==> src/rtl/timer_counter.sv <==
// timer_counter: memory-mapped countdown timer (CTRL/PRESET/COUNT) with one-shot/auto-reload modes and a masked level irq; ports clk, reset, addr, we, byteen, wdata -> rdata, irq
module timer_counter #(
  parameter logic [31:0] BASE = 32'h0000_7F00
) (
  input  logic        clk,
  input  logic        reset,
  input  logic [31:0] addr,
  input  logic        we,
  input  logic [3:0]  byteen,
  input  logic [31:0] wdata,
  output logic [31:0] rdata,
  output logic        irq
);
  typedef enum logic [1:0] {IDLE, LOAD, CNT, INT} state_t;
  state_t state, state_nx;
  logic [3:0] ctrl, ctrl_nx;
  logic [31:0] preset, preset_nx, count, count_nx, mask;
  logic pend, pend_nx, sel, wr_ctrl, wr_pre;
  assign sel = addr[31:4] == BASE[31:4];
  assign wr_ctrl = we & sel & (addr[3:2] == 2'd0);
  assign wr_pre = we & sel & (addr[3:2] == 2'd1);
  assign mask = {{8{byteen[3]}}, {8{byteen[2]}}, {8{byteen[1]}}, {8{byteen[0]}}};
  assign rdata = !sel ? 32'd0 :
                 addr[3:2] == 2'd0 ? {28'd0, ctrl} :
                 addr[3:2] == 2'd1 ? preset :
                 addr[3:2] == 2'd2 ? count : 32'd0;
  always_comb begin
    state_nx = state;
    ctrl_nx = ctrl;
    count_nx = count;
    pend_nx = pend;
    case (state)
      IDLE: state_nx = ctrl[0] ? LOAD : IDLE;
      LOAD: begin
        count_nx = preset;
        state_nx = CNT;
      end
      CNT:
        if (!ctrl[0]) state_nx = IDLE;
        else if (count > 32'd1) count_nx = count - 32'd1;
        else begin
          count_nx = 32'd0;
          pend_nx = 1'b1;
          state_nx = INT;
        end
      INT: begin
        state_nx = IDLE;
        if (ctrl[2:1] == 2'b01) pend_nx = 1'b0;
        else ctrl_nx[0] = 1'b0;
      end
      default: state_nx = IDLE;
    endcase
    // a software write to CTRL/PRESET is an acknowledge and overrides the FSM's own update
    if (wr_ctrl | wr_pre) pend_nx = 1'b0;
    if (wr_ctrl & byteen[0]) ctrl_nx = wdata[3:0];
    preset_nx = wr_pre ? (preset & ~mask) | (wdata & mask) : preset;
  end
  always_ff @(posedge clk) begin
    if (reset) begin
      state <= IDLE;
      ctrl <= 4'd0;
      preset <= 32'd0;
      count <= 32'd0;
      pend <= 1'b0;
      irq <= 1'b0;
    end else begin
      state <= state_nx;
      ctrl <= ctrl_nx;
      preset <= preset_nx;
      count <= count_nx;
      pend <= pend_nx;
      // built from next-state values so irq rises on the same edge PEND does
      irq <= pend_nx & ctrl_nx[3];
    end
  end
endmodule

==> config.mk <==
export PLATFORM = sky130hd
export DESIGN_NAME = timer_counter
export DESIGN_NICKNAME = d
export VERILOG_FILES = /design/src/rtl/timer_counter.sv
export SDC_FILE = /design/constraint.sdc
export NUM_CORES = 1
export LEC_CHECK = 0
export ABC_AREA = 1
export CORE_ASPECT_RATIO = 0.7
export CORE_MARGIN = 2
export CORE_UTILIZATION = 33
export CTS_BUF_LIST = sky130_fd_sc_hd__clkbuf_2
export DETAILED_ROUTE_END_ITERATION = 8
export GPL_ROUTABILITY_DRIVEN = 0
export HOLD_SLACK_MARGIN = 0.03
export PLACE_DENSITY_LB_ADDON = 0.05
export SLEW_MARGIN = 20
export SYNTH_ARGS = -nofsm -noshare
export SYNTH_HDL_FRONTEND = slang
export SYNTH_SLANG_ARGS = --single-unit
==> constraint.sdc <==
create_clock -name clk -period 1.7 [get_ports clk]
set_input_delay 0.425 -clock clk [delete_from_list [all_inputs] [get_ports clk]]
set_output_delay 0.425 -clock clk [all_outputs]
set_load 0.05 [all_outputs]
Yosys cells after proc, flatten, opt, wreduce, memory -nomap -nowiden:

Index checks and enable logic that the tools add are counted.

* equality and inequality tests: 10
* reduce and logical (&&, ||, !) cells: 6
* order comparisons: 1
* muxes and demuxes: 19
* bitwise operators: 10
* add/subtract/negate cells: 1

Operator list (count)
* two-way mux 32 bit: 6
* AND 32 bit: 2
* one-hot mux 32 bit (2 select lines): 1
* greater-than comparator 32 x 1 -> 1 bit (second input constant): 1
* NOT 32 bit: 1
* bitwise OR 32 bit: 1
* subtractor 32 x 1 -> 32 bit (second input constant): 1
* equality test 28 x 11 -> 1 bit (second input constant): 1
* one-hot mux 2 bit (4 select lines): 1
* two-way mux 1 bit: 7
* equality test 2 x 1 -> 1 bit (second input constant): 3
* equality test 2 bit (second input constant): 3
* AND 1 bit: 5
* zero test 2 bit: 2
* two-way mux 2 bit: 2
* two-way mux 4 bit: 1
* AND reduction 2 bit: 2
* nonzero test 2 bit: 2
* != test 3 bit (second input constant): 1
* != test 2 x 1 -> 1 bit (second input constant): 1
* != test 2 bit (second input constant): 1
* one-hot mux 1 bit (2 select lines): 1
* bitwise OR 1 bit: 1

* output and inout bits: 33
* flip-flop bits (word level): 72

Logic depth before layout (Yosys ltp):

Gate-level depths: netlist of the first run.

* depth in word-level cells: 6
* depth in mapped cells: 11

Least setup slack after synthesis of the first run:

No wires, ideal clock.

* kind: in2out
* start point: input port addr[7]
* end point: output port rdata[25]
* stages on the path: 8
* slack: -0.728 ns
* buffers on the path: 1
* arrival: 2.003 ns
* cell sequence: nor2_1 -> nand2_1 -> nor2_1 -> nand2_1 -> nor2_1 -> inv_1 -> buf_2 -> a21oi_1

* longest elaborated chain between the ends: 2

RTL lines
* from (decl): RTL line 7 `input logic [31:0] addr,`
* equality test 28 x 11 -> 1 bit: RTL line 19 `assign sel = addr[31:4] == BASE[31:4];`
* two-way mux 32 bit: RTL line 23 `assign rdata = !sel ? 32'd0 :`
* to (decl): RTL line 11 `output logic [31:0] rdata,`

No other way between the ends.

Final worst setup path of the first run:

* start point: input port addr[18]
* end point: output port rdata[14]

Same word-level chain as after synthesis.

==> results of run 1 <==
## worst reg2reg max path, stage by stage (launching register included)
cell and delay [ns]:
dfxtp_1 0.37, nor2_1 0.29, nand2_2 0.17, nor2_2 0.22
nand2_4 0.12, a21oi_4 0.21, nor2_1 0.08, nand2_1 0.07
a21oi_1 0.07
## cells by family after synthesis
| group | after synthesis | synth area share (%) |
|---|---|---|
| compound gates | 145 | 15.7 |
| xor+xnor | 7 | 1.24 |
| buf+inv | 119 | 9.88 |
| fa+ha+maj | 2 | 0.507 |
| flops | 72 | 29.2 |
| simple gates | 472 | 43.4 |
## synthesized netlist by cell type, drive strengths merged (9+ instances only)
library cell / n
nand2: 231
nor2: 168
a21oi: 95
inv: 87
dfxtp: 72
nand4: 42
o21ai: 35
nand3: 25
clkbuf: 17
buf: 14
o21bai: 9
## metrics by stage
step                cell area (um^2)  instances  total power, uW
finish                          8220       1214             3120
global route                    8220       1214             3240
CTS                             8030       1221             3130
detailed placement              7430       1167             2030
global placement                7430       1167             2020
floorplan                       5370        817             1800
## report_power, final
| group | total, uW | internal (uW) | switching (uW) |
|---|---|---|---|
| clock network | 1050 | 337 | 716 |
| logic | 372 | 219 | 153 |
| registers | 1690 | 1690 | 0.000000787 |
| total | 3120 | 2250 | 869 |
## routing by layer
layer | track usage, % | vias to the layer above
met5 | 0 | -
met4 | 5.80 | 0
met3 | 5.75 | 29
met2 | 36.8 | 286
met1 | 39.6 | 2842
li1 | - | 3040
## worst min path at each step
| stage | depth (start not counted) | endpoint | slack [ns] |
|---|---|---|---|
| 6_report | 3 | flip-flop | 0.41 |
| 4_1_cts | 3 | flip-flop | 0.39 |
| 2_1_floorplan | 2 | state[0] | 0.49 |
| 3_5_place_dp | 4 | flip-flop | 0.53 |
| 3_3_place_gp | 4 | ctrl[2] | 0.52 |
| 5_1_grt | 3 | flip-flop | 0.38 |
## layout make-up
cell class                      instances  area [um^2]
Clock buffer                            9         45.0
Timing Repair Buffer                  214         2330
Fill cell                            1404         6460
Clock inverter                          7         72.6
Sequential cell                        72         1460
Inverter                               88          355
Tap cell                              195          244
Multi-Input combinational cell        629         3700
## what timing repair did
| item | 4_1_cts | 5_1_grt |
|---|---|---|
| pin swaps | 24 | 29 |
| buffers inserted | 32 | 5 |
| gates resized for setup | 167 | 91 |
| endpoints found under the setup margin | 58 | 103 |
| hold buffers | 0 | 0 |
| cloned | 6 | 2 |
==> run metrics, run 1 <==
top post-synthesis cells by area dfxtp_1 (29%), nand2_1 (17%), nor2_1 (12%); Rel. slew slack a little under three fifths; CTS sink count 72; clock transition at the registers of the reported paths roughly 0.24 ns; Final Net Count roughly 1100; Power Density 379 nW/um^2; Leak Pwr roughly 0.0035 uW; critical path's slowest cell buf_12; unrepaired setup endpoints after global routing yes; reg-to-reg startpoint count[26]; io pins between 100 and 150; initial antenna violation count 0; Top Layer Used met4; num rows 37; final setup fails 32; syn_area_per_cell approximately 6.0 um^2; Worst Setup Start Kind input port; WHS between 0.4 and 0.5 ns; Tot GR Track Use between 20% and 30%; max_cap viols 0; reg2reg end count[1]; peak supply drop 0.397 mV; most frequent cells in the layout nand2_1 (199), nor2_1 (126), buf_4 (89); largest net degree at the start of global routing 64; Place WS -0.732 ns; worst setup path end rdata[14]; WL met3 approximately 2000 um; Hold Path Origin wdata[25]; Synth top area share roughly 29%; Iter 0 DRT Violations around 450; syn nets slightly below 900; worst setup slack after layout -0.384 ns; TritonCTS Buffers 9; flop-to-flop setup slack roughly 0.01 ns; post-synthesis cell area between 4000 and 5000 um^2; # DRC 0; grt total ovfl 0; max incr delay on CP roughly 0.18 ns; register bit count reported by yosys about 70; Syn Inst Count 817; metal2 WL approximately 8400 um; failing checks negative setup slack; layout cell share with drive strength beyond 1 about 36%; Core Util, Final approximately 56%; clock latency on the worst-skew pair approximately 0.58 ns; die footprint around 16000 um^2; Clock Root Buffer clkbuf_2; Primary FF master, synth dfxtp_1; routed wire length around 21000 um; Max Fclk ~480 MHz; core area between 10000 and 15000 um^2; post-synth top area cell dfxtp_1; max-slew violation count 0; number of I/O port buffers between 100 and 150; Post-synth EDFFs 0; CP max FO 8; Yosys warning count 0; Final TNS setup -11.82 ns; Hold Vio Cnt, Final 0; register area share after synthesis 29.2%; commonest non-fill, non-tap cell in the layout nand2_1; Die Width around 150 um; number of cells on the critical path 10; crit path buf inv count 5; distinct cell type count after synthesis 35; Setup crit end kind primary output; CP most frequent cell buf_12; vias in the first global route ~6000; R2R depth 8; H-tree level count 3; ys async rst share 0%; Final Cycle Share 123%; WL/cell between 15 and 20 um; TritonRoute pass-1 iters 5; minimum clock period roughly 2.1 ns; crit path from addr[18]; Max Root-Sink Buffers 2; Die Y around 110 um; P&R area growth vs syn 66.4%; critical path cell sequence buf_2, inv_2, nand4_1, nor2_1, nand2_2, nor2_4, clkinv_4, buf_12, a21oi_4, buf_12; TritonCTS clock tree built; antenna-violating nets left 0; hpwl dp approximately 15000 um; vias per cell 5.10; worst slew pin tran ~0.64 ns; CP Class in -> out; DR vias roughly 6200; met1 WL a little under 10000 um; Critical Path AT approximately 1.7 ns; initial core utilization between 30% and 40%; clock skew 0.0372 ns; delay-heaviest family, CP buffers and inverters; status complete, but fails checks; Hold Crit Class in -> reg; Ant. Diodes 0; CP Data Required Time 1.27 ns; global-route wire length before repair roughly 32000 um
Note: power is estimated with default switching activity, not from simulation.
==> run 2: changes to the inputs <==
--- a/config.mk
+++ b/config.mk
@@ -6,7 +6,7 @@
 export NUM_CORES = 1
 export LEC_CHECK = 0
 export ABC_AREA = 1
-export CORE_ASPECT_RATIO = 0.7
+export CORE_ASPECT_RATIO = 0.6
 export CORE_MARGIN = 2
 export CORE_UTILIZATION = 33
 export CTS_BUF_LIST = sky130_fd_sc_hd__clkbuf_2
@@ -18,3 +18,4 @@
 export SYNTH_ARGS = -nofsm -noshare
 export SYNTH_HDL_FRONTEND = slang
 export SYNTH_SLANG_ARGS = --single-unit
+export TNS_END_PERCENT = 20
==> run metrics, run 2 (synthesis results as in run 1) <==
largest net degree at the start of global routing 64; failing checks negative setup slack; CP Class in -> out; H-tree level count 3; io pins ~100; Post-Place Cells around 1200; Critical Path AT between 1.5 and 2 ns; combinational share of power ~13%; reg-to-reg startpoint count[1]; TritonCTS clock tree built; reg2reg end count[27]; worst setup path end rdata[25]; TritonRoute pass-1 iters 5; Max Root-Sink Buffers 2; met1 WL roughly 10000 um; CP Data Required Time around 1.3 ns; DR vias between 6000 and 7000; minimum clock period 2.08 ns; # DRC 0; switch share a little over a quarter; Hold Crit Class in -> reg; internal power approximately 2400 uW; TritonCTS Buffers 9; Die Y about 99 um; WL met3 between 2000 and 2500 um; Final Net Count roughly 1100; Clock Root Buffer clkbuf_2; Max Fclk slightly below 500 MHz; num rows 34; peak supply drop between 0.3 and 0.4 mV; Die Width 162 um; unrepaired setup endpoints after global routing yes; sw power 899 uW; flop-to-flop setup slack -0.02 ns; status complete, but fails checks; Iter 0 DRT Violations around 450; P&R area growth vs syn 66.1%; most frequent cells in the layout nand2_1 (188), nor2_1 (136), buf_4 (88); Power Density between 400 and 500 nW/um^2; R2R depth 8; layout cell share with drive strength beyond 1 between 30% and 40%; footprint of the multi-input gates between 3000 and 4000 um^2; clock power share roughly 37%; number of I/O port buffers 101; metal2 WL around 8200 um; WL/cell roughly 17 um; CP max FO 8; core area 14500 um^2; Place WS -0.731 ns; worst setup slack after layout -0.377 ns; Worst Setup Start Kind input port; Post-Layout Cell Count about 1200; Rel. slew slack between 50% and 60%; crit path from addr[17]; clock skew ~0.054 ns; CTS sink count 72; Setup crit end kind primary output; clock transition at the registers of the reported paths about 0.26 ns; max_cap viols 0; worst slew pin tran 0.705 ns; max-slew violation count 0; Top Layer Used met4; Seq pwr share a little over 50%; final setup fails 34; filler cell count 1397; die footprint between 15000 and 20000 um^2; antenna-violating nets left 0; routed wire length just over 20000 um; initial core utilization 33.9%; Ant. Diodes 0; commonest non-fill, non-tap cell in the layout nand2_1; Hold Vio Cnt, Final 0; sequential cell area roughly 1500 um^2; Tot GR Track Use 27.4%; clock latency on the worst-skew pair ~0.58 ns; Final Cycle Share 122%; initial antenna violation count 0; vias per cell between 5 and 6; vias in the first global route 6092; grt total ovfl 0; Leak Pwr about 0.0036 uW; hpwl dp ~15000 um; global-route wire length before repair about 34000 um
-- run 2: metrics by stage --
step                hold WS [ns]  util, %  setup TNS, ns  total power, uW  cell area (um^2)
CTS                        0.353     56.9         -17.20             3370              8280
global route               0.363     56.4         -15.07             3440              8200
detailed placement         0.522     51.0         -40.62             2030              7430
global placement           0.520     51.0         -39.76             2020              7430
finish                     0.382     56.4         -11.42             3330              8200
floorplan                  0.491        -          -5.61             1800              5360
-- run 2: worst min path at each step --
stage / startpoint / end / slack, ns / cells past startpoint
2_1_floorplan: ctrl[0] / state[0] / 0.49 / 2
3_3_place_gp: flip-flop / flip-flop / 0.52 / 4
3_5_place_dp: flip-flop / count[2] / 0.52 / 2
4_1_cts: wdata[7] / flip-flop / 0.35 / 3
5_1_grt: wdata[7] / flip-flop / 0.36 / 3
6_report: wdata[6] / flip-flop / 0.38 / 3
-- run 2: per-layer routing --
metal,track usage (%),vias up
li1,-,3020
met1,41.0,2910
met2,38.6,292
met3,7.66,31
met4,5.79,0
met5,0,-
-- run 2: power by group through the flow --
stage / Sequential (uW) / Combinational [uW] / Clock [uW]
after floorplan: 1720 / 73.7 / 0
after global placement: 1720 / 300 / 0
after detailed placement: 1720 / 308 / 0
after CTS: 1690 / 438 / 1240
after global routing: 1690 / 450 / 1300
final: 1690 / 419 / 1220
-- run 2: critical path, stage by stage --
cell and delay, ns:
buf_6 0.10, inv_4 0.04, nand4_1 0.10, nor2_1 0.14, nand2_1 0.11, nor2_4 0.18
inv_6 0.09, buf_12 0.17, a21oi_4 0.15, buf_12 0.15
-- run 2: area by class of cell --
| type | count | share of cell area, % |
|---|---|---|
| inverter | 88 | 4.33 |
| multi-input combinational | 626 | 44.0 |
| sequential | 72 | 17.7 |
| clock inverter | 6 | 1.13 |
| clock buffer | 10 | 0.610 |
| timing repair buffer | 214 | 29.2 |
| tap | 198 | 3.02 |
-- run 2: what timing repair did --
| action | in CTS | in global routing |
|---|---|---|
| setup endpoints to repair | 56 | 101 |
| buffers inserted | 43 | 4 |
| hold buffers | 0 | 0 |
| cloned | 7 | 0 |
| pin swaps | 45 | 13 |
| resized for setup | 200 | 29 |
==> run 3: changes to the inputs <==
--- a/config.mk
+++ b/config.mk
@@ -10,6 +10,7 @@
 export CORE_MARGIN = 2
 export CORE_UTILIZATION = 33
 export CTS_BUF_LIST = sky130_fd_sc_hd__clkbuf_2
+export CTS_CLUSTER_SIZE = 16
 export DETAILED_ROUTE_END_ITERATION = 8
 export GPL_ROUTABILITY_DRIVEN = 0
 export HOLD_SLACK_MARGIN = 0.03
==> results of run 3 <==
The final DEF is identical to that of run 2; final timing and power are the same.
